<file path="config.mk">
export PLATFORM = sky130hd
export DESIGN_NAME = kernel_datapath
export DESIGN_NICKNAME = d
export VERILOG_FILES = /design/src/rtl/kernel_pkg.sv /design/src/rtl/kernel_datapath_ctrl_delay.sv /design/src/rtl/kernel_datapath.sv
export SDC_FILE = /design/constraint.sdc
export NUM_CORES = 1
export LEC_CHECK = 0
export BUFFER_PORTS_ARGS = -buffer_cell sky130_fd_sc_hd__clkbuf_2
export CORE_MARGIN = 5
export CORE_UTILIZATION = 39
export CTS_CLUSTER_DIAMETER = 60
export DETAILED_ROUTE_END_ITERATION = 10
export GPL_TIMING_DRIVEN = 0
export PLACE_DENSITY = 0.65
export SLEW_MARGIN = 0
export SYNTH_ARGS = -nofsm -noshare
export SYNTH_HDL_FRONTEND = slang
export SYNTH_HIERARCHICAL = 1
export SYNTH_SLANG_ARGS = --single-unit
</file>
<file path="constraint.sdc">
create_clock -name clk -period 4.5 [get_ports clk]
set_input_delay 0.675 -clock clk [delete_from_list [all_inputs] [get_ports clk]]
set_output_delay 0.675 -clock clk [all_outputs]
set_load 0.01 [all_outputs]
</file>
<file path="src/rtl/kernel_pkg.sv">
// Shared widths, mode encodings and the bias/shift/ReLU/saturate helper for the kernel datapath.
package kernel_pkg;

  localparam int DEF_DATA_W = 16;
  localparam int DEF_FRAC   = 8;
  localparam int DEF_ACC_W  = 40;

  localparam logic [1:0] MODE_CONV0 = 2'b00;
  localparam logic [1:0] MODE_MAX   = 2'b01;
  localparam logic [1:0] MODE_CONV  = 2'b10;

  typedef struct packed {
    logic [DEF_DATA_W-1:0] value;
    logic                  clipped;
  } sat_t;

  // One extra bit of headroom so adding the aligned bias to a full-range acc cannot wrap.
  function automatic sat_t sat_round(input logic signed [DEF_ACC_W-1:0]  acc,
                                     input logic signed [DEF_DATA_W-1:0] bias,
                                     input logic                         relu);
    logic signed [DEF_ACC_W:0] bias_ext;
    logic signed [DEF_ACC_W:0] sum;
    logic signed [DEF_ACC_W:0] s;
    logic signed [DEF_ACC_W:0] hi;
    logic signed [DEF_ACC_W:0] lo;
    sat_t r;
    bias_ext = {{(DEF_ACC_W+1-DEF_DATA_W){bias[DEF_DATA_W-1]}}, bias};
    sum      = {acc[DEF_ACC_W-1], acc} + (bias_ext <<< DEF_FRAC);
    s        = sum >>> DEF_FRAC;
    hi       = {{(DEF_ACC_W+2-DEF_DATA_W){1'b0}}, {(DEF_DATA_W-1){1'b1}}};
    lo       = {{(DEF_ACC_W+2-DEF_DATA_W){1'b1}}, {(DEF_DATA_W-1){1'b0}}};
    if (relu && s[DEF_ACC_W]) s = '0;
    if (s > hi) begin
      r.value   = hi[DEF_DATA_W-1:0];
      r.clipped = 1'b1;
    end else if (s < lo) begin
      r.value   = lo[DEF_DATA_W-1:0];
      r.clipped = 1'b1;
    end else begin
      r.value   = s[DEF_DATA_W-1:0];
      r.clipped = 1'b0;
    end
    return r;
  endfunction

endpackage

</file>
<file path="src/rtl/kernel_datapath_ctrl_delay.sv">
// Fixed-depth register delay line that realigns the CU control word with memory read data.
module ctrl_delay #(
  parameter int W     = 8,
  parameter int DEPTH = 1
) (
  input  logic         clk,
  input  logic         rst,
  input  logic [W-1:0] d,
  output logic [W-1:0] q
);

  logic [DEPTH-1:0][W-1:0] stage;

  always_ff @(posedge clk or posedge rst) begin
    if (rst) begin
      stage <= '0;
    end else begin
      stage[0] <= d;
      for (int i = 1; i < DEPTH; i++) stage[i] <= stage[i-1];
    end
  end

  assign q = stage[DEPTH-1];

endmodule

</file>
<file path="src/rtl/kernel_datapath.sv">
// MAC / max-pool kernel with bias, ReLU and saturation, driving the result-memory write port.
module kernel_datapath
  import kernel_pkg::*;
#(
  parameter int DATA_W  = DEF_DATA_W,
  parameter int FRAC    = DEF_FRAC,
  parameter int ACC_W   = DEF_ACC_W,
  parameter int MEM_LAT = 1,
  parameter int ADDR_W  = 32
) (
  input  logic              clk,
  input  logic              rst,
  input  logic              en,
  input  logic              init,
  input  logic [1:0]        mode,
  input  logic              bias_en,
  input  logic              relu_en,
  input  logic              write_enable,
  input  logic [ADDR_W-1:0] result_idx,
  input  logic [DATA_W-1:0] data_in,
  input  logic [DATA_W-1:0] weight_in,
  output logic              mem_wen,
  output logic [ADDR_W-1:0] mem_addr,
  output logic [DATA_W-1:0] mem_wdata,
  output logic              sat_flag
);

  localparam int CW = ADDR_W + 7;
  localparam logic signed [DATA_W-1:0] MIN_VAL = {1'b1, {(DATA_W-1){1'b0}}};

  logic [CW-1:0]     ctrl_in;
  logic [CW-1:0]     ctrl_a;
  logic              en_a, init_a, bias_en_a, relu_a, we_a;
  logic [1:0]        mode_a;
  logic [ADDR_W-1:0] idx_a;

  assign ctrl_in = {en, init, mode, bias_en, relu_en, write_enable, result_idx};

  ctrl_delay #(.W(CW), .DEPTH(MEM_LAT)) u_ctrl_delay (
    .clk (clk),
    .rst (rst),
    .d   (ctrl_in),
    .q   (ctrl_a)
  );

  assign {en_a, init_a, mode_a, bias_en_a, relu_a, we_a, idx_a} = ctrl_a;

  logic signed [DATA_W-1:0]   d_s, w_s;
  logic signed [2*DATA_W-1:0] prod;
  logic signed [ACC_W-1:0]    prod_ext;
  logic signed [ACC_W-1:0]    acc_reg;
  logic signed [DATA_W-1:0]   max_reg;
  logic signed [DATA_W-1:0]   bias_reg;
  logic                       is_mac;

  assign d_s      = data_in;
  assign w_s      = weight_in;
  assign prod     = d_s * w_s;
  assign prod_ext = {{(ACC_W-2*DATA_W){prod[2*DATA_W-1]}}, prod};
  assign is_mac   = (mode_a == MODE_CONV0) || (mode_a == MODE_CONV);

  // A bias fetch cycle owns the memory port, so it pre-empts any MAC/max update.
  always_ff @(posedge clk or posedge rst) begin
    if (rst) begin
      acc_reg  <= '0;
      max_reg  <= MIN_VAL;
      bias_reg <= '0;
    end else if (bias_en_a) begin
      bias_reg <= w_s;
    end else if (init_a && !en_a) begin
      acc_reg <= '0;
      max_reg <= MIN_VAL;
    end else if (init_a) begin
      acc_reg <= prod_ext;
      max_reg <= d_s;
    end else if (en_a && is_mac) begin
      acc_reg <= acc_reg + prod_ext;
    end else if (en_a && (mode_a == MODE_MAX) && (d_s > max_reg)) begin
      max_reg <= d_s;
    end
  end

  sat_t                sr;
  logic [DATA_W-1:0]   wr_val;
  logic                wr_clip;

  assign sr = sat_round(acc_reg, bias_reg, relu_a);

  always_comb begin
    wr_val  = '0;
    wr_clip = 1'b0;
    if (is_mac) begin
      wr_val  = sr.value;
      wr_clip = sr.clipped;
    end else if (mode_a == MODE_MAX) begin
      wr_val = max_reg;
    end
  end

  // Reads pre-edge register values, so a write coinciding with the next window's init is unaffected.
  always_ff @(posedge clk or posedge rst) begin
    if (rst) begin
      mem_wen   <= 1'b0;
      mem_addr  <= '0;
      mem_wdata <= '0;
      sat_flag  <= 1'b0;
    end else begin
      mem_wen <= we_a;
      if (we_a) begin
        mem_addr  <= idx_a;
        mem_wdata <= wr_val;
        if (wr_clip) sat_flag <= 1'b1;
      end
    end
  end

endmodule
</file>
# ---- After elaboration in Yosys (flattened, before gate mapping)
# Cells that the tools add are included.
dict set report totals {
  regBits 161
  output_inout_bits 50
  elab_cells 44
}
dict set report op_classes {
  n_addsub 2
  multipliers 1
  order_cmp 3
  n_eq_ne 3
  muxes 13
  bitwise_logic 1
  n_reduce_logical 13
}
# cell count
set op_table {}
lappend op_table {{40-bit two-way mux} 3}
lappend op_table {{16-bit two-way mux} 6}
lappend op_table {{40-bit by 24-bit adder with 41-bit output} 1}
lappend op_table {{41-bit by 16-bit > comparator with 1-bit output (second input constant)} 1}
lappend op_table {{41-bit by 16-bit less-than comparator with 1-bit output (second input constant)} 1}
lappend op_table {{41-bit two-way mux} 1}
lappend op_table {{40-bit by 32-bit adder with 40-bit output} 1}
lappend op_table {{17-bit two-way mux} 2}
lappend op_table {{16-bit by 16-bit multiplier with 32-bit output} 1}
lappend op_table {{16-bit > comparator} 1}
lappend op_table {{3-bit nonzero test} 2}
lappend op_table {{1-bit logical AND} 5}
lappend op_table {{2-bit AND reduction} 2}
lappend op_table {{3-bit by 2-bit != test with 1-bit output (second input constant)} 1}
lappend op_table {{3-bit AND reduction} 1}
lappend op_table {{2-bit by 1-bit == test with 1-bit output (second input constant)} 1}
lappend op_table {{2-bit == test (second input constant)} 1}
lappend op_table {{2-bit zero test} 1}
lappend op_table {{1-bit zero test} 1}
lappend op_table {{1-bit logical OR} 1}
lappend op_table {{1-bit two-way mux} 1}
lappend op_table {{1-bit NOT} 1}

# ---- Logic depth before layout (Yosys ltp)
dict set report depth {
  ltp_word 8
  mapped_depth 37
  ltp_nobuf 35
}

# ---- By module
# The synthesis kept the hierarchy.
# mod n_inst cells_per_inst area_each_um2 seq_area_each_um2
set by_module_without_submodules {}
lappend by_module_without_submodules {kernel_datapath 1 2151 19233.4 3054.2}
lappend by_module_without_submodules {ctrl_delay 1 40 979.7 975.9}

# ---- Worst setup path before layout
# OpenSTA, ideal clock, no wires.
dict set report synth_timing {
  path_kind {input port to flip-flop}
  from {input port weight_in[15]}
  to {register acc_reg[39]}
  arrival_time_ps 8767
  required_ps 4372
  setup_slack_ps -4396
  stages 32
  cell_sequence {inv_1 clkbuf_1 nor2_1 fa_1 fa_1 fa_1 fa_1 fa_1 inv_1 fa_1 inv_1 ha_1 and3_1 a221o_1 a21oi_1 nand2_1 a211oi_1 nor2_1 a21oi_1 xnor2_1 ha_1 and2_1 a2111oi_1 a211oi_1 o21ai_1 a22oi_1 a211oi_1 a211oi_1 o311ai_1 and3_1 nor3_1 nand3b_1}
}
dict set report synth_between {
  elab_chain_cells 5
}
# item line
set synth_rtl {}
lappend synth_rtl {{start: declaration} kernel_datapath.sv:21} ;# input logic [DATA_W-1:0] weight_in,
lappend synth_rtl {{16-bit by 16-bit multiplier with 32-bit output *} kernel_datapath.sv:58} ;# assign prod = d_s * w_s;
lappend synth_rtl {{40-bit by 32-bit adder with 40-bit output} kernel_datapath.sv:77} ;# acc_reg <= acc_reg + prod_ext;
lappend synth_rtl {{40-bit two-way mux} kernel_datapath.sv:76} ;# end else if (en_a && is_mac) begin
lappend synth_rtl {{40-bit two-way mux *} kernel_datapath.sv:73} ;# end else if (init_a) begin
lappend synth_rtl {{40-bit two-way mux *} kernel_datapath.sv:70} ;# end else if (init_a && !en_a) begin
lappend synth_rtl {{end signal: assignment} kernel_datapath.sv:74} ;# acc_reg <= prod_ext;
lappend synth_rtl {{end signal: assignment} kernel_datapath.sv:77}
lappend synth_rtl {{end: declaration} kernel_datapath.sv:51} ;# logic signed [ACC_W-1:0] acc_reg;
# Mark *: on every way between the ends. The rest lies on a longest branch, timed or not. The select of a mux whose other input is x is not followed.
# A chain may end at the register's enable or synchronous reset.

# ---- Worst setup path after layout
dict set report layout_timing {
  from {input port weight_in[3]}
  to {register acc_reg[39]}
}
# The elaborated chain is that of the path after synthesis.

==> metrics <==
result of the run=complete, but fails checks; violated checks=negative setup slack; number of cells in the finished layout apart from fillers=around 3,200; die outline height=237.7 um; clk sink count=~160; share of cell area taken by muxes after synthesis=0.03844; Max-Slew Margin vs Limit=0.3959; # rows=83; CP max FO=8; data arrival at the endpoint of the critical path=~8.7 ns; input/output buffers=122; worst-case clock skew=between 0.01 and 0.015 ns; highest-count cells in the layout ignoring fill and taps=357 x sky130_fd_sc_hd__inv_1, 246 x sky130_fd_sc_hd__fa_1, 212 x sky130_fd_sc_hd__nand2_1; setup violation total in the final timing report=33; most common cell after layout, fill and taps aside=sky130_fd_sc_hd__inv_1; Async S/R FF share, synth=1.000; Final Routed Wirelength=61,380 um; final hold slack=0.2429 ns; fin worst setup slack=-3.858 ns; final number of hold-violating endpoints=0; share of final-layout standard cells stronger than drive strength 1=0.2543; number of library cell types mapped by synthesis=82; number of synthesized flops with an enable pin=0; total CTS buffers=17; Post-Synth XOR/XNOR Area=0.03813; share of the yosys chip area belonging to registers=0.1994; Fmax=about 120 MHz; CORE AREA=51,300 um2; via count=approximately 17,000; Total Nets Final=roughly 3,000; first drt pass iteration count=5; Most common cell on crit path=sky130_fd_sc_hd__inv_2; number of DRC violations after detailed-routing iteration 0=roughly 1,000; final weighted congestion in routability-driven placement=a little over 0.9; number of nets with antenna violations after routing=0; data required time at the worst endpoint=between 4 and 5 ns; hold-fix buffer count after cts=0; maximum single-stage delay on the critical path=~0.55 ns; Critical Path Slowest Stage Cell=sky130_fd_sc_hd__fa_1; H-tree Lvls=4; flip-flop count of the largest register after layout=40; Simple-Gate Fraction of Synth Area=0.1415; max-capacitance violation count=0; yosys synthesis warning count=6; Post-DP HPWL=between 40,000 and 50,000 um; number of global-route vias before repair=about 18,000; Slew Limit Fails=0; transition time at the pin with the least slew margin=approximately 0.9 ns; Cell Area, Synth=20,210 um2; overflow left after global routing=0; Avg Inst Size Synth=~9.2 um2; clock input transition at the sequential cells of the worst setup and hold paths=roughly 0.060 ns; share of synthesized cell area in full adder, half adder and majority cells=0.3667; Startpoint Class=primary input; floorplan die area=roughly 56,000 um2; DRC errors left=0; sort of element at the end of the critical path=register; maximum number of pins on one net before global-route repair=90; number of nets produced by synthesis=about 2,700; wire length of the first global-routing pass=~100,000 um; dominant combinational cell family by area after synthesis=adder cells; starting density of the core=0.3940; time the final worst path needs with I/O delays and setup=between 8 and 9 ns; CTS root buf=sky130_fd_sc_hd__clkbuf_16; average vias per placed instance=around 5.3; number of buffers on the longest clock path=2; kind of path behind the tightest hold check=primary input to async pin; Skew-Pair Late Insertion Delay=0.44 ns; number of standard cells after synthesis=around 2,200; Synth Area in Compound Gates=0.1298; flop and latch count out of synthesis=161; placement-stage worst setup slack=-5.170 ns; category of the most critical setup path=primary input to register; flip-flop cell with the highest count after synthesis=sky130_fd_sc_hd__dfrtp_1; dpl cells=2,994; CTS tree=yes; final worst path period share=1.857; setup repair after global routing missed its margin=true; wire length per cell=just under 20 um; total routing usage reported by global routing=0.2170; initial antenna violation count=3; Area growth syn-to-layout=27.70%; top-level I/O count=between 100 and 150; horizontal extent of the die=approximately 240 um
==> logic make-up after synthesis <==
logic type / Yosys count
AND/OR/NAND/NOR: 583
buffers and inverters: 459
adder cells (fa/ha/maj): 434
AO/OA/AOI/OAI: 395
flip-flops: 161
XOR/XNOR: 88
multiplexers: 71
==> synth_stat cells (all sizes together) (17+ instances only) <==
library cell,n,share of area
clkbuf,59,0.011
nand2,226,0.042
o21ai,90,0.022
mux2,53,0.030
nor2,87,0.016
a22oi,18,0.0067
a21o,44,0.016
fa,264,0.26
nor3,24,0.0059
mux2i,18,0.0089
xor2,21,0.0091
ha,170,0.11
dfrtp,160,0.20
o21bai,17,0.0063
xnor2,67,0.029
nand3,26,0.0064
a211oi,18,0.0074
and2,137,0.043
inv,388,0.072
a21oi,99,0.025
==> final cells by class <==
cell class | count | area (um2)
Clock inverter | 11 | 178.9
Fill cell | 4608 | 25490
Timing Repair Buffer | 264 | 2190
Inverter | 388 | 1466
Antenna cell | 1 | 2.502
Buffer | 70 | 857.1
Sequential cell | 161 | 4031
Clock buffer | 20 | 446.7
Tap cell | 680 | 850.8
Multi-Input combinational cell | 1571 | 15790
==> stage by stage <==
step / instance area [um2] / util / setup TNS [ns]
final: 25810 / 0.5031 / -93.24
after global routing: 25810 / 0.5031 / -100.62
after CTS: 25050 / 0.4882 / -88.18
after detailed placement: 22410 / 0.4369 / -120.44
after global placement: 22380 / 0.4362 / -256.67
after floorplan: 20920 / - / -76.84
==> per-layer routing <==
metal	vias to the layer above	wire, um	track usage
li1	7691	-	-
met1	8561	25280	0.2799
met2	456	30960	0.3780
met3	141	2618	0.02274
met4	2	2509	0.08134
met5	-	7	0
==> worst max-delay path, delay by kind of cell <==
family / cells / cell delay, ns
compound gates: 11 / 2.65
simple gates: 8 / 1.11
buf+inv: 6 / 0.47
fa+ha+maj: 8 / 3.59
xor+xnor: 1 / 0.16
==> path summary, 6_finish.rpt <==
kind / startpoint / end / slack (ns) / depth (start not counted)
min in group clk: result_idx[22] / u_ctrl_delay/q[22] / 0.34 / 1
max reg2reg: acc_reg[8] / mem_wdata[1] / 0.20 / 14
max in group asynchronous: rst / bias_reg[15] / 3.45 / 3
min reg2reg: u_ctrl_delay/q[32] / mem_wen / 0.38 / 0
max: weight_in[3] / acc_reg[39] / -3.86 / 34
min: rst / mem_addr[3] / 0.24 / 2
==> repair_timing <==
item | CTS | global route
pin swaps | 81 | 102
resized for setup | 235 | 96
gates cloned | 0 | 3
endpoints found under the setup margin | 34 | 44
buffers inserted | 85 | 57
Power is not shown: default switching activity piles up to over one toggle a cycle in this logic, so the estimate is an artifact.
